--- src/rtl/hcsr04_pkg.sv ---
// Shared types and default constants for the HC-SR04 range-finder front end.
// The optional echo timeout is enabled with the HCSR04_TIMEOUT_EN macro.
package hcsr04_pkg;

    localparam int CYCLES_PER_CM_DEF  = 2941;
    localparam int TRIGGER_CYCLES_DEF = 500;
    localparam int TIMEOUT_CYCLES_DEF = 3_000_000;
    localparam int BCD_DIGIT_W        = 4;

    typedef enum logic [3:0] {
        INICIAL       = 4'h0,
        PREPARA       = 4'h1,
        ENVIA_TRIGGER = 4'h2,
        ESPERA_ECHO   = 4'h3,
        MEDE          = 4'h4,
        ARMAZENA      = 4'h5,
        ERRO          = 4'hE,
        FINAL         = 4'hF
    } estado_t;

endpackage

--- src/rtl/contador_bcd_3dig.sv ---
// Three-digit packed BCD counter with synchronous clear and enable.
// Saturates at 999 instead of wrapping so an over-range echo reads as 999 cm.
module contador_bcd_3dig
    import hcsr04_pkg::*;
(
    input  logic                     clock,
    input  logic                     reset,
    input  logic                     clear_i,
    input  logic                     enable_i,
    output logic [3*BCD_DIGIT_W-1:0] count_o
);

    logic [3*BCD_DIGIT_W-1:0] count_q, count_d;
    logic [BCD_DIGIT_W-1:0]   uni, dez, cen;

    always_comb begin
        count_d = count_q;
        uni     = count_q[BCD_DIGIT_W-1:0];
        dez     = count_q[2*BCD_DIGIT_W-1:BCD_DIGIT_W];
        cen     = count_q[3*BCD_DIGIT_W-1:2*BCD_DIGIT_W];
        if (clear_i) begin
            count_d = '0;
        end else if (enable_i && count_q != 12'h999) begin
            if (uni == 4'd9) begin
                uni = 4'd0;
                if (dez == 4'd9) begin
                    dez = 4'd0;
                    cen = cen + 4'd1;
                end else begin
                    dez = dez + 4'd1;
                end
            end else begin
                uni = uni + 4'd1;
            end
            count_d = {cen, dez, uni};
        end
    end

    always_ff @(posedge clock or negedge reset) begin
        if (!reset) count_q <= '0;
        else        count_q <= count_d;
    end

    assign count_o = count_q;

endmodule

--- src/rtl/interface_hcsr04.sv ---
// HC-SR04 front end: trigger pulse, echo timing, BCD centimetre result for the serial transmitter.
// Define HCSR04_TIMEOUT_EN to abort a measurement when no echo completes in TIMEOUT_CYCLES.
module interface_hcsr04
    import hcsr04_pkg::*;
#(
    parameter int CYCLES_PER_CM  = CYCLES_PER_CM_DEF,
    parameter int TRIGGER_CYCLES = TRIGGER_CYCLES_DEF,
    parameter int TIMEOUT_CYCLES = TIMEOUT_CYCLES_DEF
) (
    input  logic        clock,
    input  logic        reset,
    input  logic        medir,
    input  logic        echo,
    output logic        trigger,
    output logic [11:0] medida,
    output logic        pronto,
    output logic        erro,
    output logic [3:0]  db_estado
);

    localparam int CW = $clog2(CYCLES_PER_CM + 1);
    localparam int TW = $clog2(TRIGGER_CYCLES + 1);
    localparam logic [CW-1:0] CYC_LAST  = CW'(CYCLES_PER_CM - 1);
    localparam logic [TW-1:0] TRIG_LAST = TW'(TRIGGER_CYCLES - 1);

    estado_t       state_q, state_d;
    logic          echo_m_q, echo_s_q;
    logic [CW-1:0] cyc_q, cyc_d;
    logic [TW-1:0] trig_q, trig_d;
    logic [11:0]   medida_q, medida_d;
    logic [11:0]   bcd_val;
    logic          bcd_clear, bcd_en;
    logic          timeout_hit;

    always_ff @(posedge clock or negedge reset) begin
        if (!reset) begin
            echo_m_q <= 1'b0;
            echo_s_q <= 1'b0;
        end else begin
            echo_m_q <= echo;
            echo_s_q <= echo_m_q;
        end
    end

    // Every MEDE cycle is counted, including the one that samples echo low,
    // so the counted cycles equal the synchronised echo width.
    always_comb begin
        state_d   = state_q;
        cyc_d     = cyc_q;
        trig_d    = trig_q;
        medida_d  = medida_q;
        bcd_clear = 1'b0;
        bcd_en    = 1'b0;
        trigger   = 1'b0;
        pronto    = 1'b0;
        case (state_q)
            INICIAL: if (medir) state_d = PREPARA;
            PREPARA: begin
                cyc_d     = '0;
                trig_d    = '0;
                bcd_clear = 1'b1;
                state_d   = ENVIA_TRIGGER;
            end
            ENVIA_TRIGGER: begin
                trigger = 1'b1;
                if (trig_q == TRIG_LAST) state_d = ESPERA_ECHO;
                else                     trig_d  = trig_q + TW'(1);
            end
            ESPERA_ECHO: begin
                if (echo_s_q)         state_d = MEDE;
                else if (timeout_hit) state_d = ERRO;
            end
            MEDE: begin
                if (cyc_q == CYC_LAST) begin
                    cyc_d  = '0;
                    bcd_en = 1'b1;
                end else begin
                    cyc_d = cyc_q + CW'(1);
                end
                if (!echo_s_q)        state_d = ARMAZENA;
                else if (timeout_hit) state_d = ERRO;
            end
            ARMAZENA: begin
                medida_d = bcd_val;
                state_d  = FINAL;
            end
            ERRO:  state_d = FINAL;
            FINAL: begin
                pronto  = 1'b1;
                state_d = INICIAL;
            end
            default: state_d = INICIAL;
        endcase
    end

    always_ff @(posedge clock or negedge reset) begin
        if (!reset) begin
            state_q  <= INICIAL;
            cyc_q    <= '0;
            trig_q   <= '0;
            medida_q <= '0;
        end else begin
            state_q  <= state_d;
            cyc_q    <= cyc_d;
            trig_q   <= trig_d;
            medida_q <= medida_d;
        end
    end

`ifdef HCSR04_TIMEOUT_EN
    localparam int OW = $clog2(TIMEOUT_CYCLES + 1);
    localparam logic [OW-1:0] TOUT_LAST = OW'(TIMEOUT_CYCLES - 1);

    logic [OW-1:0] tout_q, tout_d;
    logic          erro_q, erro_d;

    assign timeout_hit = (tout_q == TOUT_LAST);

    always_comb begin
        tout_d = tout_q;
        erro_d = erro_q;
        if (state_q == PREPARA) begin
            tout_d = '0;
            erro_d = 1'b0;
        end else if ((state_q == ESPERA_ECHO || state_q == MEDE) && !timeout_hit) begin
            tout_d = tout_q + OW'(1);
        end else if (state_q == ERRO) begin
            erro_d = 1'b1;
        end
    end

    always_ff @(posedge clock or negedge reset) begin
        if (!reset) begin
            tout_q <= '0;
            erro_q <= 1'b0;
        end else begin
            tout_q <= tout_d;
            erro_q <= erro_d;
        end
    end

    assign erro = erro_q;
`else
    assign timeout_hit = 1'b0;
    assign erro        = 1'b0;
`endif

    contador_bcd_3dig u_bcd (
        .clock    (clock),
        .reset    (reset),
        .clear_i  (bcd_clear),
        .enable_i (bcd_en),
        .count_o  (bcd_val)
    );

    assign medida    = medida_q;
    assign db_estado = state_q;

endmodule

--- config.mk ---
export PLATFORM = sky130hd
export DESIGN_NAME = interface_hcsr04
export DESIGN_NICKNAME = d
export VERILOG_FILES = /design/src/rtl/hcsr04_pkg.sv /design/src/rtl/contador_bcd_3dig.sv /design/src/rtl/interface_hcsr04.sv
export SDC_FILE = /design/constraint.sdc
export NUM_CORES = 1
export LEC_CHECK = 0
export CAP_MARGIN = 0
export CORE_UTILIZATION = 57
export DETAILED_ROUTE_END_ITERATION = 8
export DONT_BUFFER_PORTS = 1
export MAX_ROUTING_LAYER = met4
export PLACE_DENSITY = 0.83
export SYNTH_ARGS = -nofsm -noshare
export SYNTH_HDL_FRONTEND = slang
export SYNTH_SLANG_ARGS = --single-unit
--- constraint.sdc ---
create_clock -name clock -period 2.2 [get_ports clock]
set_clock_uncertainty 0.1 [all_clocks]
set_input_delay 0.44 -clock clock [delete_from_list [all_inputs] [get_ports clock]]
set_output_delay 0.44 -clock clock [all_outputs]
set_load 0.02 [all_outputs]
# Word-level counts from Yosys, hierarchy flattened
# Index checks and enable logic that the tools add are counted.
# classes
n_reduce_logical	12
mux	21
add_sub_neg	5
n_eq_ne	17
# ops
operator	n
2-to-1 mux 12 bit	3
2-to-1 mux 4 bit	9
case mux 12 bit (2 select lines)	1
case mux 4 bit (6 select lines)	1
case mux 9 bit (2 select lines)	1
equality test 4 bit, second input constant	4
adder 12 x 1 -> 12 bit, second input constant	1
adder 4 x 1 -> 4 bit, second input constant	3
equality test 12 bit, second input constant	1
inequality test 12 bit, second input constant	1
inequality test 2 bit, second input constant	5
nonzero test 2 bit	5
adder 9 x 1 -> 9 bit, second input constant	1
equality test 9 bit, second input constant	1
2-to-1 mux 9 bit	1
equality test 4 x 2 -> 1 bit, second input constant	2
equality test 4 x 3 -> 1 bit, second input constant	2
2-to-1 mux 1 bit	5
equality test 4 x 1 -> 1 bit, second input constant	1
logical NOT 4 bit	1
AND reduction 2 bit	2
AND reduction 4 bit	1
AND reduction 3 bit	1
OR reduction 2 bit	1
logical AND 1 bit	1
# totals
in_bits	4
output_inout_bits	19
register_bits	51
elab_cells	64

# Longest topological paths before layout
# logic_depth
word_depth	6
ltp_mapped	8
mapped_depth_nobuf	7

# Hierarchy
# A second synthesis with hierarchy kept.
# hier_totals
hier_cells	271
area_unflattened_um2	2781.4
# by_module_without_submodules
module	cells_each	area_per_inst_um2	seq_area_each_um2	instances
interface_hcsr04	197	2030.7	975.9	1
contador_bcd_3dig	74	750.7	300.3	1

# Worst setup path after synthesis
# Ideal clock, no wire load.
# synth_path
kind	reg2reg
startpoint	reg state_q[0] (netlist: db_estado[0])
endpoint	reg trig_q[6]
t_arrival_ns	2.578
period_less_slack_ns	2.756
stages_incl_launch_ff	6
setup_ns	0.078
required_ns	2.022
setup_slack_ns	-0.556
n_path_buf	1
path_cell_list	dfrtp_1 clkbuf_1 nor4b_1 o2111ai_1 or3_1 a21oi_1
# synth_between
elab_chain_len	3
elab_cells_between_ends	6
classes_between	eq/ne (3); mux (1); reduce/logical (2)
# synth_rtl
element	line_no	text
start, declared	interface_hcsr04.sv:26	estado_t state_q, state_d;
start signal, assigned	interface_hcsr04.sv:103	state_q <= state_d;
equality test 4 x 2 -> 1 bit or equality test 4 x 1 -> 1 bit (tied branches)	interface_hcsr04.sv:56	case (state_q)
inequality test 2 bit (no line) or nonzero test 2 bit (tied branches)	-	
AND reduction 2 bit (no line)	-	
end signal, assigned	interface_hcsr04.sv:105	trig_q <= trig_d;
end, declared	interface_hcsr04.sv:29	logic [TW-1:0] trig_q, trig_d;
# Parallel ways exist; a longest one is shown, timed or not.
# A chain may end at the register's enable or synchronous reset.

# Worst setup path after layout
# layout_path
startpoint	reg state_q[3] (netlist: db_estado[3])
endpoint	out trigger
# layout_between
elab_chain_len	2
# layout_rtl
element	line_no	text
equality test 4 x 2 -> 1 bit	interface_hcsr04.sv:56	
2-to-1 mux 1 bit	interface_hcsr04.sv:56	
end, declared	interface_hcsr04.sv:14	output logic trigger,
# No other way between the ends.

==> summary.md <==
The flow ran to the end, and the final reports show no timing, DRC or antenna violations. The first global-routing pass estimated 8714 µm of wire. Routed length on met2: 2328 µm. Among all stages on the critical path, the largest delay is contributed by sky130_fd_sc_hd__dfrtp_1.

For this run, the number of Yosys warnings is 0. At the end of the flow, the number of nets in the layout was 288. The tools report the register share of total power as 0.576. Hold is met by 0.05854 ns. The mean routed wirelength per cell is 14.90 µm, and the hold violation total from the final report is 0. The detailed router used layers up to and including met4.

For this block, wires on met1 add up to 2292 µm. The most used standard cell by instance count after synthesis was sky130_fd_sc_hd__dfrtp_1. Global routing finished with a remaining overflow of 0.

Buffers added to address setup during post-CTS repair amount to 0. The worst hold path was traced through 0 stages. The fraction of layout cells with a size suffix above 1 was 0.2101.

The dominant synthesized flop cell was sky130_fd_sc_hd__dfrtp_1. The run gives 0.8706 as the last weighted congestion value of the routability-driven placer. Placed wire-length estimate: 3420 µm. Each instance of the synthesized netlist takes up on average 10.25 µm². Counting every net in the synthesized netlist gives 268. The first routing iteration left 120 violations.

The count of buffers added on input and output ports is 0. Post-route antenna net violation count: 0. For the pin with the worst max-slew slack, the measured transition is 0.7319 ns. In this run the worst hold path is classified as input pin to flip-flop. The routed via count divided by cell count is 5.982. The capture endpoint of the worst hold path was echo_m_q. The worst-case IR drop observed on VDD is 0.2983 mV. The share of the clock period used by the worst path after layout is 0.9247, and the floorplan die area is 4858 µm². Traced cell by cell, the critical path runs through buf_4 > nor4b_4 > buf_4 > buf_4. The critical path is of the flip-flop to output port type. TritonCTS created 5 clock buffers.

The longest clock path from root to sink contains 2 buffers. The finished cells cover 2973 µm². For the arrival time of data at the critical path endpoint, the log shows 1.49 ns. The run gives 1962 as the routed via count. Pin count of the biggest net entering global routing: 52. The logs give 0.5091 for the max-slew headroom at the worst pin and 0.4885 for the register area share after synthesis.

For the unique cell type count in the Yosys netlist, the log shows 47. The launch instance of the worst register-to-register path is cyc_q[0]. Setup repair after global routing left no endpoint under its margin.

The portion of total power attributed to combinational logic was 0.017. By count the netlist is led by sky130_fd_sc_hd__dfrtp_1 (51), sky130_fd_sc_hd__nand2_1 (23), sky130_fd_sc_hd__o21ai_0 (21), sky130_fd_sc_hd__nor2_1 (19), sky130_fd_sc_hd__a21oi_1 (13). Netlist area before placement: 2613 µm². The final max-slew violation count was 0; the power per cell area was 548.7 nW/µm². On the worst path, the slowest cell contributes a delay of 0.39 ns.

Number of global-route vias before repair: 1978. The endpoint identified for the worst register-to-register timing path is u_bcd.count_o[6]. The height of the die works out to 69.70 µm. The tools report the placed cell area as 2806 µm².

The total routing usage reported by global routing was 0.2320; the total chip power was 1.631 mW. The number of enable-type register cells in the synthesized netlist is 0. Setup violations remaining at the end of the flow were counted as 0. Post-synthesis instance total: 255. The tools report the launch point of the worst hold path as echo.

In this run the static leakage power is 1.357 nW. Timing would allow up to 491.6 MHz. The starting density of the core is 0.5959. Adding up every negative setup slack in the final design gives 0 ns. In this design, the critical path's most frequently occurring cell is sky130_fd_sc_hd__buf_4.

After clock tree synthesis, the clock-pin slew on the worst setup and hold paths is 0.09 ns. At the worst endpoint, the required time is 1.66 ns. Pin placement for this block handled 23 I/O pins.

The tools report the sort of element at the end of the critical path as an output port. Routed wire length: 4888 µm. The run gives 0.408 as the proportion of power drawn by the clock network. The first detailed-routing pass took 4 iterations. The floorplan has 24 rows.

Compared with the post-synthesis result, the final layout area differs by 13.79%. The worst reg-to-reg setup slack came out at 0.18 ns. The H-tree was split into 2 levels. The run gives 0.3409 mW as the net switching component of the power. The switching share of power is 0.2090, and the async set-reset flop share out of synthesis is 1.000. The largest total area in the synthesized netlist belongs to sky130_fd_sc_hd__dfrtp_1. The run gives 0 as the number of antenna violations at the first check in global routing.

The synthesized design contains 51 register bits. Number of antenna cells inserted: 0. TritonCTS built the clock tree. In the post-synthesis netlist, the biggest area contributors are sky130_fd_sc_hd__dfrtp_1 (49%), sky130_fd_sc_hd__mux2_2 (5.2%), sky130_fd_sc_hd__ha_1 (4.3%), sky130_fd_sc_hd__o21ai_0 (4.0%), sky130_fd_sc_hd__nand2_1 (3.3%). The tools report the TritonCTS sink count as 51. Maximum fanout encountered on the critical timing path: 12. The top cell type's share of synthesized area came out at 0.4885. In this run the clock root is driven by a sky130_fd_sc_hd__clkbuf_8.

The tools report the internal power as 1.290 mW. The later pin in the worst-skew pair is clocked with a latency of 0.31 ns. For the finished layout, the period the worst path requires is 2.034 ns. The remaining routing DRC violations was 0.

Measured along the x axis, the die boundary spans 69.70 µm. The max capacitance violation total came out at 0. The worst register-to-register path has a depth of 9. The worst setup path is launched from a flip-flop.

The logs give 4384 µm² for the area of the core and 181 µm for the met3 wire length.
## area by class of cell
class / count / area (µm²)
multi-input cells: 185 / 1276
clock buffers: 5 / 68.82
fillers: 306 / 1411
flip-flops and latches: 51 / 1279
well taps: 52 / 65.06
clock inverters: 3 / 47.55
repair buffers: 24 / 206.4
inverters: 8 / 30.03
## per-layer routing
layer	track usage	vias up
li1	-	961
met1	0.2981	954
met2	0.3549	39
met3	0.05087	8
met4	0.1044	0
met5	-	-
## state kept, by name (all words and copies together), names as in the netlist
signal,count
medida,12
u_bcd.count_o,12
echo_s_q,1
cyc_q,12
echo_m_q,1
trig_q,9
db_estado,4
## how the worst max path moves through the flow
stage	from	to	slack, ns	depth (start not counted)
4_1_cts	cyc_q[0]	cyc_q[8]	0.0003	7
3_3_place_gp	cyc_q[0]	cyc_q[4]	0.05	7
6_report	db_estado[3]	trigger	0.17	4
2_1_floorplan	db_estado[0]	medida[0]	-0.01	5
5_1_grt	cyc_q[1]	u_bcd.count_o[9]	0.006	9
3_5_place_dp	cyc_q[0]	cyc_q[11]	0.008	7
## power groups by stage
stage,clock network [mW],logic [mW],registers [mW]
after floorplan,0,0.00374,0.958
after global placement,0,0.00241,0.958
after detailed placement,0,0.00241,0.958
after CTS,0.690,0.0288,0.939
after global routing,0.721,0.0315,0.940
final,0.665,0.0271,0.939
## repair_timing
item,4_1_cts,5_1_grt
hold endpoints to repair,51,0
hold buffers,2,0
setup endpoints to repair,0,15
resized for setup,0,5
## placed cells by master (no fill, tap or decap), types with 2 or more instances in the layout
master                      n
sky130_fd_sc_hd__o211ai_1   2
sky130_fd_sc_hd__clkbuf_8   5
sky130_fd_sc_hd__mux2i_1    2
sky130_fd_sc_hd__a21oi_1   13
sky130_fd_sc_hd__inv_1      8
sky130_fd_sc_hd__nand2_1   22
sky130_fd_sc_hd__o22ai_1    2
sky130_fd_sc_hd__nor2_1    19
sky130_fd_sc_hd__nand2b_1   3
sky130_fd_sc_hd__xnor2_1    3
sky130_fd_sc_hd__a31oi_1    4
sky130_fd_sc_hd__ha_1       9
sky130_fd_sc_hd__buf_4     21
sky130_fd_sc_hd__dfrtp_2    2
sky130_fd_sc_hd__nand3_1   12
sky130_fd_sc_hd__xor2_1     6
sky130_fd_sc_hd__o21ai_0   21
sky130_fd_sc_hd__nor4b_4    2
sky130_fd_sc_hd__nor3b_1    2
sky130_fd_sc_hd__and3_1     4
sky130_fd_sc_hd__dfrtp_1   49
sky130_fd_sc_hd__nand4_1    8
sky130_fd_sc_hd__nor3_1     4
sky130_fd_sc_hd__or3_1      4
sky130_fd_sc_hd__o31ai_1    4
sky130_fd_sc_hd__mux2_2    12
sky130_fd_sc_hd__nand3b_1   4
## critical path, delay by kind of cell (launching register included)
family        cells  cell delay [ns]
buf+inv           3             0.51
flops             1             0.39
simple gates      1             0.30
## through the flow
step / instances / worst slack, ns / utilization
2_1_floorplan: 255 / -0.01315 / -
3_3_place_gp: 318 / 0.05215 / 0.6401
3_5_place_dp: 318 / 0.007883 / 0.6401
4_1_cts: 328 / 0.0003009 / 0.6752
5_1_grt: 328 / 0.006182 / 0.6781
6_report: 328 / 0.1656 / 0.6781
## cell families after synthesis
group / Yosys count / synth area share
simple gates: 97 / 0.2079
compound gates: 55 / 0.1322
buf+inv: 19 / 0.03735
xor+xnor: 9 / 0.03017
other cells: 1 / 0.001435
flops: 51 / 0.4885
mux: 14 / 0.05939
fa+ha+maj: 9 / 0.04310
Note: power is estimated with default switching activity, not from simulation.
